## src/rtl/axi_lite_pkg.sv

```systemverilog
// Shared types for the AXI4-Lite command master: response codes, FSM states,
// and the command/response records carried between the ports and the FSM.
package axi_lite_pkg;

  localparam logic [1:0] RESP_OKAY   = 2'b00;
  localparam logic [1:0] RESP_EXOKAY = 2'b01;
  localparam logic [1:0] RESP_SLVERR = 2'b10;
  localparam logic [1:0] RESP_DECERR = 2'b11;

  // Record widths; the master supports address widths up to CMD_ADDR_W.
  localparam int CMD_ADDR_W = 32;
  localparam int CMD_DATA_W = 32;

  typedef enum logic [2:0] {
    IDLE,
    WR,
    WR_RESP,
    RD_ADDR,
    RD_DATA,
    RSP
  } state_t;

  typedef struct packed {
    logic                    write;
    logic [CMD_ADDR_W-1:0]   addr;
    logic [CMD_DATA_W-1:0]   wdata;
    logic [CMD_DATA_W/8-1:0] wstrb;
  } cmd_t;

  typedef struct packed {
    logic [CMD_DATA_W-1:0] rdata;
    logic [1:0]            resp;
    logic                  timeout;
  } rsp_t;

  function automatic logic is_bus_state(state_t s);
    return (s == WR) || (s == WR_RESP) || (s == RD_ADDR) || (s == RD_DATA);
  endfunction

endpackage

```

## src/rtl/axi_lite_cmd_master_if.sv

```systemverilog
// AXI4-Lite bus bundle between the command master and a register slave.
interface axi_lite_cmd_master_if #(
  parameter int ADDR_W = 32,
  parameter int DATA_W = 32
);
  logic [ADDR_W-1:0]   awaddr;
  logic [2:0]          awprot;
  logic                awvalid;
  logic                awready;
  logic [DATA_W-1:0]   wdata;
  logic [DATA_W/8-1:0] wstrb;
  logic                wvalid;
  logic                wready;
  logic [1:0]          bresp;
  logic                bvalid;
  logic                bready;
  logic [ADDR_W-1:0]   araddr;
  logic [2:0]          arprot;
  logic                arvalid;
  logic                arready;
  logic [DATA_W-1:0]   rdata;
  logic [1:0]          rresp;
  logic                rvalid;
  logic                rready;

  modport master (
    output awaddr, awprot, awvalid, wdata, wstrb, wvalid, bready,
           araddr, arprot, arvalid, rready,
    input  awready, wready, bresp, bvalid, arready, rdata, rresp, rvalid
  );

  modport slave (
    input  awaddr, awprot, awvalid, wdata, wstrb, wvalid, bready,
           araddr, arprot, arvalid, rready,
    output awready, wready, bresp, bvalid, arready, rdata, rresp, rvalid
  );
endinterface

```

## src/rtl/txn_timeout_cnt.sv

```systemverilog
// Per-transaction watchdog: expired is high in the cycle the count would
// reach TIMEOUT_CYCLES-1, so the FSM leaves on that same edge.
module txn_timeout_cnt #(
  parameter int TIMEOUT_CYCLES = 1024
) (
  input  logic clk,
  input  logic srst,
  input  logic clear,
  input  logic enable,
  output logic expired
);
  localparam int CW = (TIMEOUT_CYCLES > 2) ? $clog2(TIMEOUT_CYCLES - 1) : 1;
  localparam logic [CW-1:0] LAST = CW'(TIMEOUT_CYCLES - 2);

  logic [CW-1:0] count_reg;

  always_ff @(posedge clk) begin
    if (srst || clear) begin
      count_reg <= '0;
    end else if (enable && !expired) begin
      count_reg <= count_reg + 1'b1;
    end
  end

  assign expired = enable && (count_reg == LAST);
endmodule

```

## src/rtl/axi_lite_cmd_master.sv

```systemverilog
// Single-outstanding AXI4-Lite master: one command in, one bus transaction,
// one response out, with a watchdog that abandons a dead bus.
module axi_lite_cmd_master
  import axi_lite_pkg::*;
#(
  parameter int C_M_AXI_ADDR_WIDTH = 32,
  parameter int C_M_AXI_DATA_WIDTH = 32,
  parameter int TIMEOUT_CYCLES     = 1024
) (
  input  logic                            ACLK,
  input  logic                            ARESET,
  input  logic                            cmd_valid,
  output logic                            cmd_ready,
  input  logic                            cmd_write,
  input  logic [C_M_AXI_ADDR_WIDTH-1:0]   cmd_addr,
  input  logic [C_M_AXI_DATA_WIDTH-1:0]   cmd_wdata,
  input  logic [C_M_AXI_DATA_WIDTH/8-1:0] cmd_wstrb,
  output logic                            rsp_valid,
  input  logic                            rsp_ready,
  output logic [C_M_AXI_DATA_WIDTH-1:0]   rsp_rdata,
  output logic [1:0]                      rsp_resp,
  output logic                            rsp_timeout,
  output logic                            err_sticky,
  axi_lite_cmd_master_if.master           m_axi
);
  state_t state_reg, state_next;
  cmd_t   cmd_reg, cmd_next;
  rsp_t   rsp_reg, rsp_next;
  logic   aw_done_reg, aw_done_next;
  logic   w_done_reg, w_done_next;
  logic   err_sticky_reg;
  logic   cnt_clear, cnt_enable, cnt_expired;

  txn_timeout_cnt #(.TIMEOUT_CYCLES(TIMEOUT_CYCLES)) u_timeout (
    .clk     (ACLK),
    .srst    (ARESET),
    .clear   (cnt_clear),
    .enable  (cnt_enable),
    .expired (cnt_expired)
  );

  assign cnt_enable = is_bus_state(state_reg);

  assign cmd_ready   = (state_reg == IDLE);
  assign rsp_valid   = (state_reg == RSP);
  assign rsp_rdata   = rsp_reg.rdata;
  assign rsp_resp    = rsp_reg.resp;
  assign rsp_timeout = rsp_reg.timeout;
  assign err_sticky  = err_sticky_reg;

  assign m_axi.awaddr  = cmd_reg.addr[C_M_AXI_ADDR_WIDTH-1:0];
  assign m_axi.awprot  = 3'b000;
  assign m_axi.awvalid = (state_reg == WR) && !aw_done_reg;
  assign m_axi.wdata   = cmd_reg.wdata;
  assign m_axi.wstrb   = cmd_reg.wstrb;
  assign m_axi.wvalid  = (state_reg == WR) && !w_done_reg;
  assign m_axi.bready  = (state_reg == WR_RESP);
  assign m_axi.araddr  = cmd_reg.addr[C_M_AXI_ADDR_WIDTH-1:0];
  assign m_axi.arprot  = 3'b000;
  assign m_axi.arvalid = (state_reg == RD_ADDR);
  assign m_axi.rready  = (state_reg == RD_DATA);

  always_comb begin
    state_next   = state_reg;
    cmd_next     = cmd_reg;
    rsp_next     = rsp_reg;
    aw_done_next = aw_done_reg;
    w_done_next  = w_done_reg;
    cnt_clear    = 1'b0;

    unique case (state_reg)
      IDLE: begin
        if (cmd_valid) begin
          cmd_next = '{write: cmd_write,
                       addr:  CMD_ADDR_W'({cmd_addr[C_M_AXI_ADDR_WIDTH-1:2], 2'b00}),
                       wdata: cmd_wdata,
                       wstrb: cmd_wstrb};
          aw_done_next = 1'b0;
          w_done_next  = 1'b0;
          cnt_clear    = 1'b1;
          state_next   = cmd_write ? WR : RD_ADDR;
        end
      end
      WR: begin
        aw_done_next = aw_done_reg || m_axi.awready;
        w_done_next  = w_done_reg || m_axi.wready;
        if (cnt_expired) begin
          rsp_next   = '{rdata: '0, resp: RESP_SLVERR, timeout: 1'b1};
          state_next = RSP;
        end else if (aw_done_next && w_done_next) begin
          state_next = WR_RESP;
        end
      end
      WR_RESP: begin
        // A B handshake coinciding with expiry still wins.
        if (m_axi.bvalid) begin
          rsp_next   = '{rdata: '0, resp: m_axi.bresp, timeout: 1'b0};
          state_next = RSP;
        end else if (cnt_expired) begin
          rsp_next   = '{rdata: '0, resp: RESP_SLVERR, timeout: 1'b1};
          state_next = RSP;
        end
      end
      RD_ADDR: begin
        if (cnt_expired) begin
          rsp_next   = '{rdata: '0, resp: RESP_SLVERR, timeout: 1'b1};
          state_next = RSP;
        end else if (m_axi.arready) begin
          state_next = RD_DATA;
        end
      end
      RD_DATA: begin
        if (m_axi.rvalid) begin
          rsp_next   = '{rdata: m_axi.rdata, resp: m_axi.rresp, timeout: 1'b0};
          state_next = RSP;
        end else if (cnt_expired) begin
          rsp_next   = '{rdata: '0, resp: RESP_SLVERR, timeout: 1'b1};
          state_next = RSP;
        end
      end
      RSP: begin
        if (rsp_ready) begin
          state_next = IDLE;
        end
      end
      default: state_next = IDLE;
    endcase
  end

  always_ff @(posedge ACLK) begin
    if (ARESET) begin
      state_reg      <= IDLE;
      cmd_reg        <= '0;
      rsp_reg        <= '0;
      aw_done_reg    <= 1'b0;
      w_done_reg     <= 1'b0;
      err_sticky_reg <= 1'b0;
    end else begin
      state_reg   <= state_next;
      cmd_reg     <= cmd_next;
      rsp_reg     <= rsp_next;
      aw_done_reg <= aw_done_next;
      w_done_reg  <= w_done_next;
      if (state_next == RSP && state_reg != RSP && rsp_next.resp != RESP_OKAY) begin
        err_sticky_reg <= 1'b1;
      end
    end
  end
endmodule
```

## src/flat_wrapper.sv

```systemverilog
// flat-port wrapper written by rule: the top's interface ports become plain ports
module axi_lite_cmd_master_flat import axi_lite_pkg::*;
#(
  parameter int C_M_AXI_ADDR_WIDTH = 32,
  parameter int C_M_AXI_DATA_WIDTH = 32,
  parameter int TIMEOUT_CYCLES     = 1024
)
  (ACLK, ARESET, cmd_valid, cmd_ready, cmd_write, cmd_addr, cmd_wdata, cmd_wstrb, rsp_valid, rsp_ready, rsp_rdata, rsp_resp, rsp_timeout, err_sticky, m_axi_awaddr, m_axi_awprot, m_axi_awvalid, m_axi_wdata, m_axi_wstrb, m_axi_wvalid, m_axi_bready, m_axi_araddr, m_axi_arprot, m_axi_arvalid, m_axi_rready, m_axi_awready, m_axi_wready, m_axi_bresp, m_axi_bvalid, m_axi_arready, m_axi_rdata, m_axi_rresp, m_axi_rvalid);
  axi_lite_cmd_master_if m_axi_i ();
  input  logic ACLK;
  input  logic ARESET;
  input  logic cmd_valid;
  output logic cmd_ready;
  input  logic cmd_write;
  input  logic [C_M_AXI_ADDR_WIDTH-1:0] cmd_addr;
  input  logic [C_M_AXI_DATA_WIDTH-1:0] cmd_wdata;
  input  logic [C_M_AXI_DATA_WIDTH/8-1:0] cmd_wstrb;
  output logic rsp_valid;
  input  logic rsp_ready;
  output logic [C_M_AXI_DATA_WIDTH-1:0] rsp_rdata;
  output logic [1:0] rsp_resp;
  output logic rsp_timeout;
  output logic err_sticky;
  output wire logic [$bits(m_axi_i.awaddr)-1:0] m_axi_awaddr;
  output wire logic [$bits(m_axi_i.awprot)-1:0] m_axi_awprot;
  output wire logic [$bits(m_axi_i.awvalid)-1:0] m_axi_awvalid;
  output wire logic [$bits(m_axi_i.wdata)-1:0] m_axi_wdata;
  output wire logic [$bits(m_axi_i.wstrb)-1:0] m_axi_wstrb;
  output wire logic [$bits(m_axi_i.wvalid)-1:0] m_axi_wvalid;
  output wire logic [$bits(m_axi_i.bready)-1:0] m_axi_bready;
  output wire logic [$bits(m_axi_i.araddr)-1:0] m_axi_araddr;
  output wire logic [$bits(m_axi_i.arprot)-1:0] m_axi_arprot;
  output wire logic [$bits(m_axi_i.arvalid)-1:0] m_axi_arvalid;
  output wire logic [$bits(m_axi_i.rready)-1:0] m_axi_rready;
  input wire logic [$bits(m_axi_i.awready)-1:0] m_axi_awready;
  input wire logic [$bits(m_axi_i.wready)-1:0] m_axi_wready;
  input wire logic [$bits(m_axi_i.bresp)-1:0] m_axi_bresp;
  input wire logic [$bits(m_axi_i.bvalid)-1:0] m_axi_bvalid;
  input wire logic [$bits(m_axi_i.arready)-1:0] m_axi_arready;
  input wire logic [$bits(m_axi_i.rdata)-1:0] m_axi_rdata;
  input wire logic [$bits(m_axi_i.rresp)-1:0] m_axi_rresp;
  input wire logic [$bits(m_axi_i.rvalid)-1:0] m_axi_rvalid;
  assign m_axi_awaddr = m_axi_i.awaddr;
  assign m_axi_awprot = m_axi_i.awprot;
  assign m_axi_awvalid = m_axi_i.awvalid;
  assign m_axi_wdata = m_axi_i.wdata;
  assign m_axi_wstrb = m_axi_i.wstrb;
  assign m_axi_wvalid = m_axi_i.wvalid;
  assign m_axi_bready = m_axi_i.bready;
  assign m_axi_araddr = m_axi_i.araddr;
  assign m_axi_arprot = m_axi_i.arprot;
  assign m_axi_arvalid = m_axi_i.arvalid;
  assign m_axi_rready = m_axi_i.rready;
  assign m_axi_i.awready = m_axi_awready;
  assign m_axi_i.wready = m_axi_wready;
  assign m_axi_i.bresp = m_axi_bresp;
  assign m_axi_i.bvalid = m_axi_bvalid;
  assign m_axi_i.arready = m_axi_arready;
  assign m_axi_i.rdata = m_axi_rdata;
  assign m_axi_i.rresp = m_axi_rresp;
  assign m_axi_i.rvalid = m_axi_rvalid;
  axi_lite_cmd_master #(.C_M_AXI_ADDR_WIDTH(C_M_AXI_ADDR_WIDTH), .C_M_AXI_DATA_WIDTH(C_M_AXI_DATA_WIDTH), .TIMEOUT_CYCLES(TIMEOUT_CYCLES)) u_core (.ACLK(ACLK), .ARESET(ARESET), .cmd_valid(cmd_valid), .cmd_ready(cmd_ready), .cmd_write(cmd_write), .cmd_addr(cmd_addr), .cmd_wdata(cmd_wdata), .cmd_wstrb(cmd_wstrb), .rsp_valid(rsp_valid), .rsp_ready(rsp_ready), .rsp_rdata(rsp_rdata), .rsp_resp(rsp_resp), .rsp_timeout(rsp_timeout), .err_sticky(err_sticky), .m_axi(m_axi_i));
endmodule
```

## config.mk

```make
export PLATFORM = sky130hd
export DESIGN_NAME = axi_lite_cmd_master_flat
export DESIGN_NICKNAME = d
export VERILOG_FILES = /design/src/rtl/axi_lite_pkg.sv /design/src/rtl/axi_lite_cmd_master_if.sv /design/src/rtl/txn_timeout_cnt.sv /design/src/rtl/axi_lite_cmd_master.sv /design/src/flat_wrapper.sv
export SDC_FILE = /design/constraint.sdc
export NUM_CORES = 1
export LEC_CHECK = 0
export ABC_AREA = 0
export CAP_MARGIN = 20
export CELL_PAD_IN_SITES_DETAIL_PLACEMENT = 1
export CELL_PAD_IN_SITES_GLOBAL_PLACEMENT = 2
export CORE_MARGIN = 5
export CORE_UTILIZATION = 19
export DETAILED_ROUTE_END_ITERATION = 6
export PLACE_DENSITY = 0.86
export SYNTH_ARGS = -nofsm -noshare
export SYNTH_HDL_FRONTEND = slang
export SYNTH_SLANG_ARGS = --single-unit
```

## constraint.sdc

```tcl
create_clock -name ACLK -period 1.7 [get_ports ACLK]
set_input_delay 0.34 -clock ACLK [delete_from_list [all_inputs] [get_ports ACLK]]
set_output_delay 0.34 -clock ACLK [all_outputs]
set_load 0.02 [all_outputs]
```

==> run metrics <==
status=complete, but fails checks; failing checks=negative setup slack; total global-route track usage=0.126; Final Slew Violations=0; overall power=9.10 mW; Ys Warns=0; endpoints failing hold=0; worst path required time=1.99 ns; synth top area cells=dfxtp_1 (47%), nand2_1 (13%), a21oi_1 (10%), buf_4 (7.6%), o211ai_1 (4.8%); IO buf count=250; CTS tree=built; nets=987; Setup crit end kind=register; Routed Antenna Nets=0; drt total wl=19800 µm; number of synthesized flops with an enable pin=0; worst setup margin=-0.0943 ns; # setup viols final=34; max_cap viols=0; Seq/Total Area, Yosys=0.472; leakage=3.90 nW; CP max FO=11; post-layout min period=1.79 ns; Detailed Place HPWL=13800 µm; Max stage delay on crit path=0.44 ns; Crit path max-delay family=simple AND/OR/NAND/NOR gates; top-count cell post-synth=nand2_1; Hold Path Class=in -> reg; Gate power share=0.245; GPL Wtd Cong=0.759; CTS Buf Count=17; P_sw=2.63 mW; Starting Density=0.192; initial antenna violation count=0; Crit-path slowest cell=or3b_4; RSZ-0062 raised after global routing=yes; # diodes=0; clock sink total=117; Async SR Flop Fraction=0; first-pass GRT wire length=29300 µm; Sequential Power Share=0.335; Die Ht=172 µm; synth unique cells=49; Core ar.=25900 µm²; Max Buffers Root-to-Sink=2; row count=59; clock latency on the worst-skew pair=0.41 ns; Setup CP Type=reg -> reg; synthesized instance count=611; Die ar.=29500 µm²; Yosys top cell by area=dfxtp_1; PwrDens=1030 nW/µm²; VDD IR max=0.602 mV; vias per cell=4.24; Horiz. Die Dim=172 µm; Post-Syn Area=4960 µm²; fmax=0.557 GHz; share of post-route cells with drive strength above 1=0.170; most common library cells after synthesis=nand2_1 (175), dfxtp_1 (117), a21oi_1 (103); htree depth=4; P&R area growth vs syn=77.2%; Mapped Avg Cell Area=8.12 µm²; Synth Flop Type=dfxtp_1; Final Instance Area=8790 µm²; DR pass1 iterations=4; crit-path cells=or3b_4 > nand2_4 > buf_6 > o31ai_4 > buf_12 > clkbuf_16 > o211ai_1 > a21oi_1; DRT iter0 DRCs=223; number of global-route vias before repair=5323; CTS Root Cell=clkbuf_16; Top-Level Pins=263; synthesized flop and latch total=117; Yosys top cell area share=0.472; largest net degree at the start of global routing=55; Remaining DRCs=0; critical path buffer and inverter count=3; WL per Instance=16.2 µm; final period utilization=1.06; switching share of power=0.289; FILL cells=3079; worst clock skew=0.0117 ns; type of origin of the critical path=register; via count=5167; clock share of power=0.419; area of the multi-input gates=2260 µm²; gr ovfl total=0; Internal Power=6.47 mW; Arr. time, crit path=2.08 ns; Worst-path clk slew=0.06 ns; post-place instance area=7910 µm²; register area=2360 µm²
==> power groups by stage <==
stage	combinational, mW	sequential, mW	clock [mW]
final	2.23	3.05	3.82
after global routing	2.41	3.08	4.07
after CTS	2.24	3.06	3.95
after detailed placement	2.18	3.12	0
after global placement	2.16	3.11	0
after floorplan	0.919	3.29	0
==> worst paths after layout <==
check,from,end,slack [ns],cells after the start
max,u_core.state_reg[0],u_core.rsp_rdata[14],-0.09,8
min,ARESET,u_core.m_axi.wstrb[3],0.29,2
max reg2reg,u_core.state_reg[0],u_core.rsp_rdata[14],-0.09,8
min reg2reg,u_core.m_axi.wdata[23],u_core.m_axi.wdata[23],0.45,2
==> placed cells by master, fill, tap and decap left out, types with 3 or more instances in the layout <==
cell type,count
conb_1,10
nand4_1,4
dfxtp_2,4
dlygate4sd2_1,130
xor2_1,6
clkinvlp_4,3
and2_2,3
bufinv_16,4
inv_1,5
o211ai_1,32
a21oi_1,103
nor3_1,5
buf_6,18
dfxtp_4,3
clkbuf_16,19
dfxtp_1,110
nor2_1,19
nand2_4,3
buf_12,10
buf_4,44
clkdlybuf4s50_1,110
clkinv_4,3
nand2_1,171
a31oi_1,3
==> layout make-up <==
type,count,area share
Clock buffer,20,0.0508
Timing Repair Buffer,318,0.353
Clock inverter,12,0.0203
Inverter,7,0.00327
Multi-Input combinational cell,410,0.257
Sequential cell,117,0.268
Tap cell,335,0.0477
==> what timing repair did <==
action | in CTS | in global routing
setup endpoints to repair | 177 | 51
buffers inserted | 10 | 6
gates resized for setup | 200 | 25
gates cloned | 3 | 2
pin swaps | 8 | 26
hold endpoints to repair | 0 | 0
hold buffers | 0 | 0
==> routing by layer <==
layer	up-vias	GRT usage	routed length [µm]	part of all wire
li1	2526	-	-	-
met1	2441	0.143	8040	0.41
met2	187	0.223	9770	0.49
met3	13	0.0487	1790	0.090
met4	0	0.0324	177	0.0090
met5	-	0	0	0
==> through the flow <==
| step | setup TNS, ns | setup slack, ns | utilization | hold WS, ns | std cells |
|---|---|---|---|---|---|
| 6_report | -1.56 | -0.0943 | 0.339 | 0.289 | 1219 |
| 5_1_grt | -3.87 | -0.156 | 0.339 | 0.287 | 1219 |
| 3_5_place_dp | -15.82 | -0.472 | 0.305 | 0.447 | 1168 |
| 3_3_place_gp | -13.46 | -0.387 | 0.305 | 0.441 | 1168 |
| 4_1_cts | -1.29 | -0.109 | 0.333 | 0.278 | 1213 |
| 2_1_floorplan | 0 | 0.0307 | - | 0.458 | 620 |
==> kinds of logic (layout without fill, tap and decap cells) <==
group,Yosys count,count (layout),synth area share
other,1,10,0.000756
DFF,117,117,0.472
muxes,3,3,0.00630
AOI/OAI and AO/OA,158,158,0.195
buffers and inverters,93,357,0.114
xor gates and xnor gates,9,9,0.0159
and+or+nand+nor,228,228,0.191
adders and majority gates,2,2,0.00504
Power figures use the tool's default switching activity.
